<file path="src/rtl/hilo_pkg.sv">
// Shared types and constants for the execute-stage HI/LO divide sequencer.
package hilo_pkg;

    localparam int WIDTH_DEF = 32;

    localparam int MF_READ = 1;
    localparam int MF_HI   = 0;

    typedef enum logic [1:0] {
        IDLE = 2'd0,
        RUN  = 2'd1,
        FIX  = 2'd2
    } state_e;

endpackage

</file>
<file path="src/rtl/div_iter.sv">
// One restoring-division step: shift {rem,quot} left, trial-subtract divisor.
module div_iter #(
    parameter int WIDTH = 32
) (
    input  logic [WIDTH-1:0] rem,
    input  logic [WIDTH-1:0] quot,
    input  logic [WIDTH-1:0] dvsr,
    output logic [WIDTH-1:0] rem_n,
    output logic [WIDTH-1:0] quot_n
);

    logic [WIDTH:0] shifted;
    logic [WIDTH:0] diff;

    // One extra bit: the shifted remainder can exceed WIDTH bits.
    always_comb begin
        shifted = {rem, quot[WIDTH-1]};
        diff    = shifted - {1'b0, dvsr};
        if (!diff[WIDTH]) begin
            rem_n  = diff[WIDTH-1:0];
            quot_n = {quot[WIDTH-2:0], 1'b1};
        end else begin
            rem_n  = shifted[WIDTH-1:0];
            quot_n = {quot[WIDTH-2:0], 1'b0};
        end
    end

endmodule

</file>
<file path="src/rtl/hilo_div_sequencer.sv">
// HI/LO unit beside the E-stage ALU: multi-cycle div/divu plus mfhi/mflo reads.
module hilo_div_sequencer
    import hilo_pkg::*;
#(
    parameter int WIDTH = WIDTH_DEF
) (
    input  logic             clk,
    input  logic             rst_n,
    input  logic             start,
    input  logic             signed_op,
    input  logic [WIDTH-1:0] dividend,
    input  logic [WIDTH-1:0] divisor,
    input  logic [1:0]       mf_sel,
    output logic [WIDTH-1:0] hl_out,
    output logic             busy,
    output logic             stall,
    output logic             div_zero
);

    localparam int CW = $clog2(WIDTH);
    localparam logic [CW-1:0] LAST = CW'(WIDTH - 1);

    state_e           state_q, state_d;
    logic [CW-1:0]    cnt_q, cnt_d;
    logic [WIDTH-1:0] rem_q, rem_d;
    logic [WIDTH-1:0] quot_q, quot_d;
    logic [WIDTH-1:0] dvsr_q, dvsr_d;
    logic             qsign_q, qsign_d;
    logic             rsign_q, rsign_d;
    logic [WIDTH-1:0] hi_q, hi_d;
    logic [WIDTH-1:0] lo_q, lo_d;
    logic             dz_q, dz_d;

    logic [WIDTH-1:0] a_mag, b_mag;
    logic [WIDTH-1:0] rem_nx, quot_nx;

    div_iter #(.WIDTH(WIDTH)) u_iter (
        .rem    (rem_q),
        .quot   (quot_q),
        .dvsr   (dvsr_q),
        .rem_n  (rem_nx),
        .quot_n (quot_nx)
    );

    always_comb begin
        a_mag = (signed_op && dividend[WIDTH-1]) ? -dividend : dividend;
        b_mag = (signed_op && divisor[WIDTH-1]) ? -divisor : divisor;
    end

    always_comb begin
        state_d = state_q;
        cnt_d   = cnt_q;
        rem_d   = rem_q;
        quot_d  = quot_q;
        dvsr_d  = dvsr_q;
        qsign_d = qsign_q;
        rsign_d = rsign_q;
        hi_d    = hi_q;
        lo_d    = lo_q;
        dz_d    = dz_q;
        unique case (state_q)
            IDLE: begin
                if (start) begin
                    rem_d   = '0;
                    quot_d  = a_mag;
                    dvsr_d  = b_mag;
                    qsign_d = signed_op & (dividend[WIDTH-1] ^ divisor[WIDTH-1]);
                    rsign_d = signed_op & dividend[WIDTH-1];
                    cnt_d   = '0;
                    dz_d    = 1'b0;
                    state_d = RUN;
                end
            end
            RUN: begin
                rem_d  = rem_nx;
                quot_d = quot_nx;
                cnt_d  = cnt_q + CW'(1);
                if (cnt_q == LAST) begin
                    state_d = FIX;
                end
            end
            FIX: begin
                lo_d    = qsign_q ? -quot_q : quot_q;
                hi_d    = rsign_q ? -rem_q : rem_q;
                dz_d    = (dvsr_q == '0);
                state_d = IDLE;
            end
            default: state_d = IDLE;
        endcase
    end

    always_ff @(posedge clk or negedge rst_n) begin
        if (!rst_n) begin
            state_q <= IDLE;
            cnt_q   <= '0;
            rem_q   <= '0;
            quot_q  <= '0;
            dvsr_q  <= '0;
            qsign_q <= 1'b0;
            rsign_q <= 1'b0;
            hi_q    <= '0;
            lo_q    <= '0;
            dz_q    <= 1'b0;
        end else begin
            state_q <= state_d;
            cnt_q   <= cnt_d;
            rem_q   <= rem_d;
            quot_q  <= quot_d;
            dvsr_q  <= dvsr_d;
            qsign_q <= qsign_d;
            rsign_q <= rsign_d;
            hi_q    <= hi_d;
            lo_q    <= lo_d;
            dz_q    <= dz_d;
        end
    end

    // Only a dependent mf or a second div in E has to wait.
    always_comb begin
        busy     = (state_q != IDLE);
        stall    = busy & (start | mf_sel[MF_READ]);
        hl_out   = mf_sel[MF_HI] ? hi_q : lo_q;
        div_zero = dz_q;
    end

endmodule

</file>
<file path="config.mk">
export PLATFORM = sky130hd
export DESIGN_NAME = hilo_div_sequencer
export DESIGN_NICKNAME = d
export VERILOG_FILES = /design/src/rtl/hilo_pkg.sv /design/src/rtl/div_iter.sv /design/src/rtl/hilo_div_sequencer.sv
export SDC_FILE = /design/constraint.sdc
export NUM_CORES = 1
export LEC_CHECK = 0
export ABC_AREA = 1
export CORE_MARGIN = 2
export CORE_UTILIZATION = 60
export DETAILED_ROUTE_END_ITERATION = 10
export PLACE_DENSITY_LB_ADDON = 0.1
export SYNTH_ARGS = -nofsm -noshare
export SYNTH_HDL_FRONTEND = slang
export SYNTH_SLANG_ARGS = --single-unit
</file>
<file path="constraint.sdc">
create_clock -name clk -period 3.3 [get_ports clk]
set_clock_uncertainty 0.2 [all_clocks]
set_input_delay 0.66 -clock clk [delete_from_list [all_inputs] [get_ports clk]]
set_output_delay 0.66 -clock clk [all_outputs]
set_load 0.01 [all_outputs]
</file>
==> out/results.tsv <==
stage	metric	value	unit
timing	min cycle time layout	3030	ps
die	die area	23400	um2
timing	Period Utilization, post-route	0.918	
cells_and_area	most common cell after layout, fill and taps aside	nand2_1	
drt	DRC viols	0	
cts	CTS tree	done	
global_route	initial antenna violation count	0	
timing	max-slew violation count	0	
critical_path	WP buf/inv	3	
cts	clock-pin transition on the worst setup and hold timing paths	70	ps
critical_path	CP arrival	2170	ps
timing	fmax	330	MHz
status	status	complete, no violations	
critical_path	classification of the worst setup path	primary input to output pin	
power_and_ir_drop	VDD IR max	0.621	mV
min_path	Hold Crit Class	flop to flop	
logic_synthesis	EDFF count, synth	0	
global_route	largest net degree at the start of global routing	81	
cells_and_area	layout cells sized above 1	0.0485	
timing	hold slack	283	ps
timing	Final Hold Viols	0	
critical_path	crit-path leading delay family	buffers and inverters	
place	Post-Place Worst Slack	325	ps
logic_synthesis	synth unique cells	45	
place	port buffer count	104	
logic_synthesis	gate count of the mapped netlist	2071	
drt	WL final	40.0	mm
logic_synthesis	Syn Nets	2180	
timing	final worst setup slack	271	ps
global_route	remaining global-route overflow	0	
logic_synthesis	asr flop ratio synth	1.00	
cells_and_area	layout net count	2259	
logic_synthesis	Syn. warnings	0	
critical_path	critical path, cell by cell	clkbuf_2 > buf_12 > o21ai_0 > clkdlybuf4s50_1	
die	Core Region	21800	um2
critical_path	crit path max fanout	35	
die	Initial Utilization	0.611	
global_route	GR Util All Layers	0.336	
drt	drt first pass iters	5	
drt	Via density	5.68	
critical_path	CP max stage delay	610	ps
die	Die Wd	153	um
drt	Vias	13870	
critical_path	Critical Path Source Type	primary input	
die	I/O pin cnt	105	
cells_and_area	Ant. Diodes	0	
die	row count	54	
power_and_ir_drop	P per Cell Area	1060	nW/um2
cts	total CTS buffers	17	
cts	Clock Latency Late Sink	440	ps
place	routability cong.	1.02	
cells_and_area	Util after Layout	0.698	
critical_path	slowest cell on the critical path	clkdlybuf4s50_1	
cts	Longest Clk Path Bufs	2	
die	die height	153	um
logic_synthesis	#FFs+latches synth	170	
logic_synthesis	synthesized area	13300	um2
cells_and_area	commonest non-fill, non-tap cells in the layout	nand2_1, inv_1, nand3_1	
place	HPWL after DPL	31.1	mm
power_and_ir_drop	Leakage Power	0.00770	uW
logic_synthesis	register area share after synthesis	0.319	
timing	post-route setup TNS	0	ps
logic_synthesis	Synth Flop Type	dfrtp_1	
cts	CTS sink cnt	170	
logic_synthesis	Avg Cell Area, Syn	6.44	um2
drt	Detail Route Antenna Nets	0	
global_route	first-pass GRT wire length	63.5	mm
timing	slew margin rel.	0.455	
cells_and_area	Synth-to-Final Area Change	14.3	%
critical_path	Worst Setup End Kind	output pin	
cells_and_area	Fillers	1909	
cts	H-tree levels	4	
global_route	vias in the first global route	12572	
timing	RSZ-0062 raised after global routing	false	
drt	DR WL/cell	16.4	um
critical_path	WP data required	2440	ps
timing	worst slew pin tran	817	ps
drt	initial drt markers	1390	
run	maxcap violations	0	
timing	Final setup viols	0	
cts	root buffer cell	clkbuf_16	
## state kept, by name (all words and copies together) (netlist names)
signal,cells
dvsr_q,32
hi_q,32
lo_q,32
quot_q,32
rem_q,32
cnt_q,5
state_q,2
div_zero,1
qsign_q,1
rsign_q,1
## final cells by class
cell class	count	area, um2	share of cell area
Clock buffer	17	425	0.0279
Inverter	286	1070	0.0705
Timing Repair Buffer	126	1240	0.0815
Sequential cell	170	4250	0.279
Clock inverter	15	156	0.0103
Multi-Input combinational cell	1549	7730	0.508
Tap cell	280	350	0.0230
## stage by stage
step,total power [uW],instance area [um2],std cells
6_report,16100,15200,2443
5_1_grt,17400,15200,2443
4_1_cts,15800,15200,2443
3_5_place_dp,13800,14600,2410
3_3_place_gp,13500,14600,2410
2_1_floorplan,10900,13300,2071
## synthesized netlist by cell type, drive strengths merged, types with 2 or more instances
cell type    n  share of area
nor2       193          0.055
xnor2        8         0.0053
nand3      214          0.082
nand2      677           0.19
clkinv       2        0.00056
a22oi       27          0.015
o21ai      139          0.052
o22ai        6         0.0028
dfrtp      170           0.32
a31oi        4         0.0019
ha          38          0.036
nor4        12         0.0056
and3         2        0.00094
o31ai        4         0.0023
mux2        18          0.015
or2          4         0.0019
clkbuf      45          0.013
a21o         3         0.0017
inv        284          0.080
o211ai      10         0.0056
and2         2        0.00094
nand4       30          0.014
a21oi       44          0.018
nand3b      18          0.010
o21bai       6         0.0034
buf         21         0.0091
a22o         2         0.0013
xor2        64          0.042
nor3        20         0.0075
## timing repair
| action | 4_1_cts | 5_1_grt |
|---|---|---|
| setup buffers | 0 | 0 |
| hold endpoints to repair | 44 | 0 |
| resized for setup | 0 | 0 |
| hold buffers | 1 | 0 |
## power by group
group	total, uW	internal [uW]	switching (uW)
Combinational	10200	3480	6730
Clock	1990	1010	984
Sequential	3870	2880	997
Total	16100	7370	8710
## tightest hold or removal path: stages, from the launching register on
cell and delay [ps]:
dfrtp_1 340, nand2_1 50, o21ai_0 60
## final timing paths
| path | from | to | slack (ps) | cells after the start |
|---|---|---|---|---|
| max | mf_sel[0] | hl_out[31] | 270 | 4 |
| max reg2reg | quot_q[31] | rem_q[18] | 420 | 17 |
| min reg2reg | lo_q[13] | lo_q[13] | 280 | 2 |
| min in group asynchronous | rst_n | rem_q[9] | 530 | 2 |
| min | lo_q[13] | lo_q[13] | 280 | 2 |
| max in group asynchronous | rst_n | quot_q[16] | 1660 | 3 |
## logic make-up after synthesis
| family | Yosys count | synth area share |
|---|---|---|
| XOR/XNOR | 72 | 0.0473 |
| AO/OA/AOI/OAI | 247 | 0.106 |
| adder cells (fa/ha/maj) | 39 | 0.0372 |
| multiplexers | 18 | 0.0152 |
| AND/OR/NAND/NOR | 1173 | 0.373 |
| flip-flops | 170 | 0.319 |
| buffers and inverters | 352 | 0.102 |
## per-layer routing
| layer | vias up | GRT usage | part of all wire | wire length [um] |
|---|---|---|---|---|
| met3 | 115 | 0.0371 | 0.075 | 3010 |
| met1 | 6327 | 0.481 | 0.44 | 17800 |
| met5 | - | 0 | 0 | 0 |
| li1 | 6795 | - | - | - |
| met4 | 0 | 0.131 | 0.036 | 1440 |
| met2 | 633 | 0.523 | 0.44 | 17700 |
No activity file was read; power rests on OpenSTA's default activity.
